===== src/rtl/led_pkg.sv =====
// Shared definitions for the breathing-LED block: phase encoding and a width helper.
package led_pkg;

  typedef enum logic [2:0] {
    PH_IDLE    = 3'd0,
    PH_RISE    = 3'd1,
    PH_HOLD_HI = 3'd2,
    PH_FALL    = 3'd3,
    PH_HOLD_LO = 3'd4
  } phase_t;

  // Bits needed to count 0..n-1, never less than one.
  function automatic int safe_w(input int n);
    return (n < 2) ? 1 : $clog2(n);
  endfunction

endpackage


===== src/rtl/pwm_gen.sv =====
// PWM generator with a period of 2^PWM_BITS-1 cycles; duty is latched only at period start.
module pwm_gen
  import led_pkg::*;
#(
  parameter int PWM_BITS = 8
) (
  input  logic                clk,
  input  logic                rst,
  input  logic [PWM_BITS-1:0] duty_in,
  input  logic                force_off,
  output logic                pwm_out
);

  localparam logic [PWM_BITS-1:0] MAXLVL   = '1;
  localparam logic [PWM_BITS-1:0] CNT_LAST = MAXLVL - 1'b1;

  logic [PWM_BITS-1:0] pwm_cnt;
  logic [PWM_BITS-1:0] duty_q;
  logic [PWM_BITS-1:0] duty_eff;

  // The period starting now must already use the newly latched duty.
  assign duty_eff = (pwm_cnt == '0) ? duty_in : duty_q;

  always_ff @(posedge clk) begin
    if (rst) begin
      pwm_cnt <= '0;
      duty_q  <= '0;
      pwm_out <= 1'b0;
    end else begin
      pwm_cnt <= (pwm_cnt == CNT_LAST) ? '0 : pwm_cnt + 1'b1;
      if (pwm_cnt == '0)
        duty_q <= duty_in;
      pwm_out <= !force_off && (pwm_cnt < duty_eff);
    end
  end

endmodule


===== src/rtl/led_breathe.sv =====
// Breathing LED: PWM duty ramps up, holds, ramps down, holds; doubles as a clock heartbeat.
module led_breathe
  import led_pkg::*;
#(
  parameter int CLK_HZ     = 100000000,
  parameter int STEP_HZ    = 512,
  parameter int PWM_BITS   = 8,
  parameter int HOLD_STEPS = 64
) (
  input  logic                clk,
  input  logic                rst,
  input  logic                en,
  output logic                led,
  output logic [PWM_BITS-1:0] level,
  output logic [2:0]          phase
);

  localparam int DIV     = CLK_HZ / STEP_HZ;
  localparam int PRESC_W = safe_w(DIV);
  localparam int HOLD_W  = safe_w(HOLD_STEPS + 1);

  localparam logic [PRESC_W-1:0]  PRESC_MAX = PRESC_W'(DIV - 1);
  localparam logic [HOLD_W-1:0]   HOLD_LAST = HOLD_W'(HOLD_STEPS - 1);
  localparam logic [PWM_BITS-1:0] MAXLVL    = '1;
  localparam logic [PWM_BITS-1:0] LVL_PEN   = MAXLVL - 1'b1;
  localparam logic [PWM_BITS-1:0] LVL_ONE   = PWM_BITS'(1);

  if (DIV < 2) begin : g_div_chk
    $error("led_breathe: CLK_HZ/STEP_HZ must be at least 2");
  end
  if (HOLD_STEPS < 1) begin : g_hold_chk
    $error("led_breathe: HOLD_STEPS must be at least 1");
  end

  phase_t              ph_q, ph_nx;
  logic [PWM_BITS-1:0] level_q, level_nx;
  logic [PRESC_W-1:0]  presc_q, presc_nx;
  logic [HOLD_W-1:0]   hold_q, hold_nx;
  logic                tick;

  always_ff @(posedge clk) begin
    if (rst) begin
      ph_q    <= PH_IDLE;
      level_q <= '0;
      presc_q <= '0;
      hold_q  <= '0;
    end else begin
      ph_q    <= ph_nx;
      level_q <= level_nx;
      presc_q <= presc_nx;
      hold_q  <= hold_nx;
    end
  end

  assign tick = (ph_q != PH_IDLE) && (presc_q == PRESC_MAX);

  always_comb begin
    ph_nx    = ph_q;
    level_nx = level_q;
    hold_nx  = hold_q;
    presc_nx = tick ? '0 : presc_q + 1'b1;
    case (ph_q)
      PH_IDLE: begin
        presc_nx = '0;
        level_nx = '0;
        hold_nx  = '0;
        if (en)
          ph_nx = PH_RISE;
      end
      PH_RISE: begin
        if (tick && level_q != MAXLVL) begin
          level_nx = level_q + 1'b1;
          if (level_q == LVL_PEN) begin
            ph_nx   = PH_HOLD_HI;
            hold_nx = '0;
          end
        end
      end
      PH_HOLD_HI, PH_HOLD_LO: begin
        if (tick) begin
          if (hold_q == HOLD_LAST) begin
            ph_nx   = (ph_q == PH_HOLD_HI) ? PH_FALL : PH_RISE;
            hold_nx = '0;
          end else begin
            hold_nx = hold_q + 1'b1;
          end
        end
      end
      PH_FALL: begin
        if (tick && level_q != '0) begin
          level_nx = level_q - 1'b1;
          if (level_q == LVL_ONE) begin
            ph_nx   = PH_HOLD_LO;
            hold_nx = '0;
          end
        end
      end
      default: ph_nx = PH_IDLE;
    endcase
    // Dropping enable abandons the breath from any phase.
    if (!en) begin
      ph_nx    = PH_IDLE;
      level_nx = '0;
      hold_nx  = '0;
      presc_nx = '0;
    end
  end

  pwm_gen #(
    .PWM_BITS (PWM_BITS)
  ) u_pwm (
    .clk       (clk),
    .rst       (rst),
    .duty_in   (level_q),
    .force_off ((ph_q == PH_IDLE) || !en),
    .pwm_out   (led)
  );

  assign level = level_q;
  assign phase = ph_q;

endmodule


===== config.mk =====
export PLATFORM = sky130hd
export DESIGN_NAME = led_breathe
export DESIGN_NICKNAME = d
export VERILOG_FILES = /design/src/rtl/led_pkg.sv /design/src/rtl/pwm_gen.sv /design/src/rtl/led_breathe.sv
export SDC_FILE = /design/constraint.sdc
export NUM_CORES = 1
export LEC_CHECK = 0
export CORE_MARGIN = 4
export CORE_UTILIZATION = 50
export DETAILED_ROUTE_END_ITERATION = 10
export PLACE_DENSITY = 0.71
export SLEW_MARGIN = 20
export SYNTH_ARGS = -nofsm -noshare
export SYNTH_HDL_FRONTEND = slang
export SYNTH_HIERARCHICAL = 1
export SYNTH_SLANG_ARGS = --single-unit

===== constraint.sdc =====
create_clock -name clk -period 2.6 [get_ports clk]
set_clock_uncertainty 0.05 [all_clocks]
set_input_delay 0.52 -clock clk [delete_from_list [all_inputs] [get_ports clk]]
set_output_delay 0.52 -clock clk [all_outputs]
set_load 0.02 [all_outputs]

==> out/metrics.yaml, run 1 <==
run_status:
  result_of_the_run: "finished, violations left"
  violations: "setup timing"
finish:
  layout.filler_cells: 499
  postLayoutCellArea_um2: 3565
  finalNetCount: 419
  antenna_cells: 0
  syn2layout_area_growth_pct: 18.56
  final_cells: 472
  post_route_cells_drive_above_1_share: 0.1625
floorplanning:
  die_h_um: 85.55
  start_util: 0.5298
  io_pins: 15
  core_area_um2: 5675
  core.rowCount: 27
  die_area_um2: 7318
  chipWidth_um: 85.55
timing:
  tightest_slew_ns: 0.7453
  final_critical_path_setup_slack_ns: -0.1705
  worst_slew_margin_rel: 0.5031
  unrepaired_setup_endpoints_after_global_routing: "true"
  fmax_mhz: 361.0
  setup_tns_ns: -0.8675
  timing.final.crit_period_ns: 2.770
  final_max_slew_viol_count: 0
  finalHoldViolations: 0
  period_share: 1.066
  setup-violations-final: 9
setup_path:
  setup.worst_path.start_class: "flop"
  critical_path.slowest_cell: "or4_4"
  timing.critical_path.cells: "or4b_4 -> or3_4 -> or4_4 -> or3_4 -> buf_4 -> a211oi_2 -> o31ai_1"
  cp.arrival_ns: 2.91
  path_common_cell: "or3_4"
  worstPathMaxFanout: 6
  crit_type: "flop to flop"
  worstPathRequired_ns: 2.74
  largest_stage_delay_worst_path_ns: 0.54
  reg2reg_slack_ns: -0.17
  worst_setup_path_end_kind: "flop"
power_and_ir_drop:
  powerDensity_nw_per_um2: 408.5
  power.static_leakage_uw: 0.001347
  power.ir.vdd_worst_mv: 0.3090
synthesis:
  yosys.area.top_type: "dfxtp_1"
  post_synth.cell_area_avg_um2: 8.237
  synthesis.area_um2: 3007
  synth_ff_type: "dfxtp_1"
  seq_area_frac_synth: 0.3529
  synth.net_count: 385
  synth_top_cells_by_area: "dfxtp_1, ha_1, nor2_1"
  post-synth-top-area-fraction: 0.3529
  async_reset_ff_frac: 0
  synth-seq-cells: 53
  post_synth_num_cell_types: 56
  synth-edff-count: 0
  yosysMostFrequentCell: "nor2_1"
  synthesis.yosys.warnings: 6
  yosys-top-cells-count: "nor2_1, dfxtp_1, nand3_1"
  synthesis.instances: 365
global_route:
  gr-total-overflow: 0
  groute.usage.overall: 0.1885
  grt_first_pass_wirelength_um: 11390
  grt_pass1_vias: 2464
  grt_max_degree: 19
  antenna_found_initial: 0
drt:
  detail-route-antenna-nets: 0
  dr_total_vias: 2669
  routed_wire_length_per_instance_um: 13.97
  drt_iter0_markers: 111
  drt_wl_total_um: 6596
  detail_route.first_pass.iterations: 4
  post_route_drc_violation_count: 0
  route.detailed.vias_per_inst: 5.655
cts:
  cts_htree_levels: 2
  clock_sink_count: 53
  clock-root-buffer: "clkbuf_8"
  cts_made_buffers: 5
  cts_hold_buf: 0
  clk_transition_reported_paths_ns: 0.10
  clock_latency_of_the_later_clocked_register_in_the_worst_skew_pair_ns: 0.31
  bufs_on_longest_clock_path: 2
  tritoncts: "built"
placed_design:
  placement.cell_area_um2: 3422
  placedCellCount: 463
  gp_congestion: 0.9241
  portBuffers: 14
  dp_hpwl_um: 4757
hold_path:
  min-delay-path-class: "flop to flop"
flow_run:
  max_cap_violations: 0
## metrics by stage
step | utilization | setup WS, ns | hold slack, ns | total power, uW
global placement | 0.6030 | -0.1848 | 0.3960 | 986.5
detailed placement | 0.6030 | -0.2356 | 0.4092 | 987.6
finish | 0.6281 | -0.1705 | 0.4283 | 1456
global route | 0.6281 | -0.2395 | 0.4347 | 1529
floorplan | - | -0.1737 | 0.3799 | 945.8
CTS | 0.6219 | -0.1511 | 0.4243 | 1471
## critical path, delay by kind of cell, from the launching register on
| family | cells | cell delay [ns] |
|---|---|---|
| buffers and inverters | 1 | 0.16 |
| DFF | 1 | 0.34 |
| AOI/OAI and AO/OA | 2 | 0.28 |
| and+or+nand+nor | 4 | 1.84 |
## power breakdown
part / switching (uW) / internal, uW / leakage (uW) / total (uW)
registers: 2.96 / 817 / 0.000430 / 820
logic: 88.0 / 65.5 / 0.000872 / 153
clock network: 286 / 197 / 0.0000452 / 483
## final timing paths
check | start | endpoint | depth (start not counted)
min | hold_q[6] | hold_q[6] | 1
min reg2reg | hold_q[6] | hold_q[6] | 1
max | presc_q[16] | hold_q[2] | 7
max reg2reg | presc_q[16] | hold_q[2] | 7
## routing by layer
layer	routed length (um)	global-route usage	part of all wire
met1	3185	0.2637	0.48
met2	2982	0.2938	0.45
met3	338	0.03650	0.051
met4	90	0.05755	0.014
met5	0	0	0
## timing repair
action | in CTS | in global routing
endpoints found under the setup margin | 15 | 18
pin swaps | 0 | 2
resized for setup | 3 | 6
buffers inserted | 0 | 1
## area by class of cell
class	instances	area, um2	area share
multi-input combinational	283	1872	0.5251
sequential	53	1066	0.2991
timing repair buffer	46	405.4	0.1137
tap	72	90.09	0.02527
clock buffer	5	68.82	0.01931
inverter	10	37.54	0.01053
clock inverter	3	25.02	0.007020
## logic make-up (layout without fill, tap and decap cells)
logic type,Yosys count,after routing,share of synthesized area
and+or+nand+nor,178,178,0.2975
DFF,53,53,0.3529
AOI/OAI and AO/OA,50,50,0.1136
buffers and inverters,29,64,0.03953
xor gates and xnor gates,24,24,0.06991
adders and majority gates,17,17,0.07074
muxes,14,14,0.05576
## cells in the final DEF, fill, tap and decap left out, types with 3 or more instances in the layout
cell type	n
inv_1	10
or4_1	3
nor3_1	10
xor2_1	18
mux2i_2	7
and2_1	3
nand3_1	31
dfxtp_1	49
and3_1	5
nor2b_1	8
dfxtp_2	4
mux2i_1	6
o211ai_1	3
clkbuf_8	5
buf_4	30
nand2b_1	5
xnor2_1	6
a21oi_1	11
o21ai_0	8
nand4_1	8
ha_1	17
clkdlybuf4s50_1	14
nand2_1	27
nor4_1	5
a211oi_1	3
nor2_1	55
## sequential cells by signal (all words and copies together) (netlist names)
register       flops
presc_q           18
phase              3
hold_q             7
u_pwm/pwm_out      1
u_pwm/pwm_cnt      8
u_pwm/duty_q       8
level              8
Power figures use the tool's default switching activity.
==> run 2: changes to the inputs <==
--- a/config.mk
+++ b/config.mk
@@ -9,6 +9,7 @@
 export CORE_UTILIZATION = 50
 export DETAILED_ROUTE_END_ITERATION = 10
 export PLACE_DENSITY = 0.71
+export REMOVE_ABC_BUFFERS = 1
 export SLEW_MARGIN = 20
 export SYNTH_ARGS = -nofsm -noshare
 export SYNTH_HDL_FRONTEND = slang
==> constraint.sdc (replaced) <==
create_clock -name clk -period 2.5 [get_ports clk]
set_clock_uncertainty 0.05 [all_clocks]
set_input_delay 0.5 -clock clk [delete_from_list [all_inputs] [get_ports clk]]
set_output_delay 0.5 -clock clk [all_outputs]
set_load 0.02 [all_outputs]
==> out/metrics.yaml, run 2 (synthesized netlist as in run 1, its figures left out) <==
finish:
  post_route_cells_drive_above_1_share: 0.1517  # was 0.1625
  mostFrequentLayoutCells: "nor2_1, dfxtp_1, buf_4, nand3_1, nand2_1"  # was nor2_1, dfxtp_1, nand3_1, buf_4, nand2_1
  postLayoutCellArea_um2: 3580  # was 3565 um2
  layout.filler_cells: 483  # was 499
  finalNetCount: 421  # was 419
  final_core_utilization: 0.6307  # was 0.6281
  syn2layout_area_growth_pct: 19.06  # was 18.56%
  mostFrequentLayoutCell: "nor2_1"  # unchanged
  regMostFlops: "presc_q"  # unchanged
  flip_flop_count_of_the_largest_register_all_copies_and_words_added: 18  # unchanged
  antenna_cells: 0  # unchanged
global_route:
  antenna_found_initial: 0  # unchanged
  grt_max_degree: 18  # was 19
  gr-total-overflow: 0  # unchanged
  groute.usage.overall: 0.1893  # was 0.1885
  grt_pass1_vias: 2572  # was 2464
  grt_first_pass_wirelength_um: 11500  # was 11390 um
timing:
  timing.final.crit_period_ns: 2.581  # was 2.770 ns
  fmax_mhz: 387.4  # was 361.0 MHz
  finalHoldViolations: 0  # unchanged
  setup_tns_ns: -0.2549  # was -0.8675 ns
  unrepaired_setup_endpoints_after_global_routing: "true"  # unchanged
  timing.hold.ws_ns: 0.4162  # was 0.4283 ns
  period_share: 1.032  # was 1.066
  final_critical_path_setup_slack_ns: -0.08109  # was -0.1705 ns
  setup-violations-final: 5  # was 9
  tightest_slew_ns: 0.5832  # was 0.7453 ns
  final_max_slew_viol_count: 0  # unchanged
  worst_slew_margin_rel: 0.6082  # was 0.5031
cts:
  bufs_on_longest_clock_path: 2  # unchanged
  cts_htree_levels: 2  # unchanged
  clock_latency_of_the_later_clocked_register_in_the_worst_skew_pair_ns: 0.31  # about the same
  clock_sink_count: 53  # unchanged
  clock-root-buffer: "clkbuf_8"  # unchanged
  tritoncts: "built"  # unchanged
  cts_made_buffers: 5  # unchanged
  clk_transition_reported_paths_ns: 0.10  # about the same
drt:
  route.detailed.vias_per_inst: 5.751  # was 5.655
  drt_iter0_markers: 150  # was 111
  drt_wl_total_um: 6724  # was 6596 um
  routed_wire_length_per_instance_um: 14.19  # was 13.97 um
  detail_route.first_pass.iterations: 4  # unchanged
  detail-route-antenna-nets: 0  # unchanged
  dr_total_vias: 2726  # was 2669
  post_route_drc_violation_count: 0  # unchanged
setup_path:
  cp.arrival_ns: 2.75  # was 2.91 ns
  critical_path.slowest_cell: "or4b_1"  # was or4_4
  setup.worst_path.start_class: "flop"  # unchanged
  reg2reg_slack_ns: -0.08  # was -0.17 ns
  timing.rr.end: "hold_q[6]"  # was hold_q[2]
  r2r_cells: 6  # was 7
  largest_stage_delay_worst_path_ns: 0.51  # was 0.54 ns
  worstPathRequired_ns: 2.67  # was 2.74 ns
  crit-reg2reg-launch: "presc_q[16]"  # unchanged
  worst_setup_path_end_kind: "flop"  # unchanged
  worstPathMaxFanout: 6  # unchanged
  crit_type: "flop to flop"  # unchanged
  path_common_cell: "or3_4"  # unchanged
  timing.critical_path.cells: "or4b_1 -> or3_4 -> or4_4 -> or3_4 -> a21o_1 -> o211a_1"  # was or4b_4 -> or3_4 -> or4_4 -> or3_4 -> buf_4 -> a211oi_2 -> o31ai_1
power_and_ir_drop:
  powerDensity_nw_per_um2: 455.6  # was 408.5 nW/um2
  power.static_leakage_uw: 0.001361  # was 0.001347 uW
  power.ir.vdd_worst_mv: 0.2396  # was 0.3090 mV
hold_path:
  hold_path.startpoint: "presc_q[0]"  # was hold_q[6]
  min-delay-path-class: "flop to flop"  # unchanged
  worst_hold_path.endpoint: "presc_q[0]"  # was hold_q[6]
  whs_path_depth: 1  # unchanged
flow_run:
  max_cap_violations: 0  # unchanged
floorplanning:
  io_pins: 15  # unchanged
  core_area_um2: 5675  # unchanged
  start_util: 0.5298  # unchanged
  core.rowCount: 27  # unchanged
  die_h_um: 85.55  # unchanged
  die_area_um2: 7318  # unchanged
  chipWidth_um: 85.55  # unchanged
placed_design:
  dp_hpwl_um: 5063  # was 4757 um
  placement.cell_area_um2: 3416  # was 3422 um2
  gp_congestion: 0.8233  # was 0.9241
  portBuffers: 14  # unchanged
  dp_worst_setup_slack_ns: -0.3317  # was -0.2356 ns
run_status:
  violations: "setup timing"  # unchanged
  result_of_the_run: "finished, violations left"  # unchanged
## run 2: cell count changes in the layout (fill, tap and decap cells not counted), moves of 2 or more
cell | before | now
dfxtp_2 | 4 | 0
buf_4 | 30 | 33
inv_6 | 2 | 0
dfxtp_1 | 49 | 53
## run 2: cell type report
class,count,area [um2],area share
multi-input combinational,283,1863,0.5204
tap,72,90.09,0.02517
clock buffer,6,82.58,0.02307
sequential,53,1061,0.2964
inverter,10,37.54,0.01049
timing repair buffer,48,407.9,0.1139
clock inverter,2,37.54,0.01049
## run 2: routing by layer
metal  vias to the layer above  GRT usage  part of all wire
li1                       1361          -                 -
met1                      1282     0.2472              0.47
met2                        73     0.3136              0.46
met3                        10    0.02978             0.050
met4                         0    0.07338             0.017
met5                         -          0                 0
## run 2: what timing repair did
| item | 4_1_cts | 5_1_grt |
|---|---|---|
| gates cloned | 0 | 0 |
| buffers inserted | 0 | 1 |
| hold buffers | 0 | 0 |
| resized for setup | 3 | 4 |
| pin swaps | 4 | 1 |
| endpoints found under the setup margin | 15 | 14 |
## run 2: power by group
group | leakage, uW | total [uW] | switching [uW] | internal (uW)
Sequential | 0.000428 | 857 | 6.55 | 850
Clock | 0.0000574 | 619 | 293 | 326
Combinational | 0.000876 | 155 | 85.3 | 69.9
Total | 0.00136 | 1630 | 385 | 1250
## run 2: critical path: cells and delay by family, from the launching register on
family / cells / cell delay, ns
AOI/OAI and AO/OA: 2 / 0.43
DFF: 1 / 0.32
and+or+nand+nor: 4 / 1.70
## run 2: per-stage QoR
stage               std cells  total power [uW]
detailed placement        465              1030
global placement          465              1027
CTS                       473              1648
global route              474              1694
finish                    474              1631
floorplan                 346             970.9
## run 2: worst max-delay path by stage
stage                     end  cells past startpoint  slack [ns]        start
CTS                 hold_q[6]                      6       -0.06  presc_q[16]
floorplan           hold_q[6]                      6       -0.24   presc_q[9]
finish              hold_q[6]                      6       -0.08  presc_q[16]
global placement    hold_q[6]                      6       -0.32  presc_q[16]
global route        hold_q[6]                      6       -0.16  presc_q[16]
detailed placement  hold_q[3]                      6       -0.33  presc_q[16]
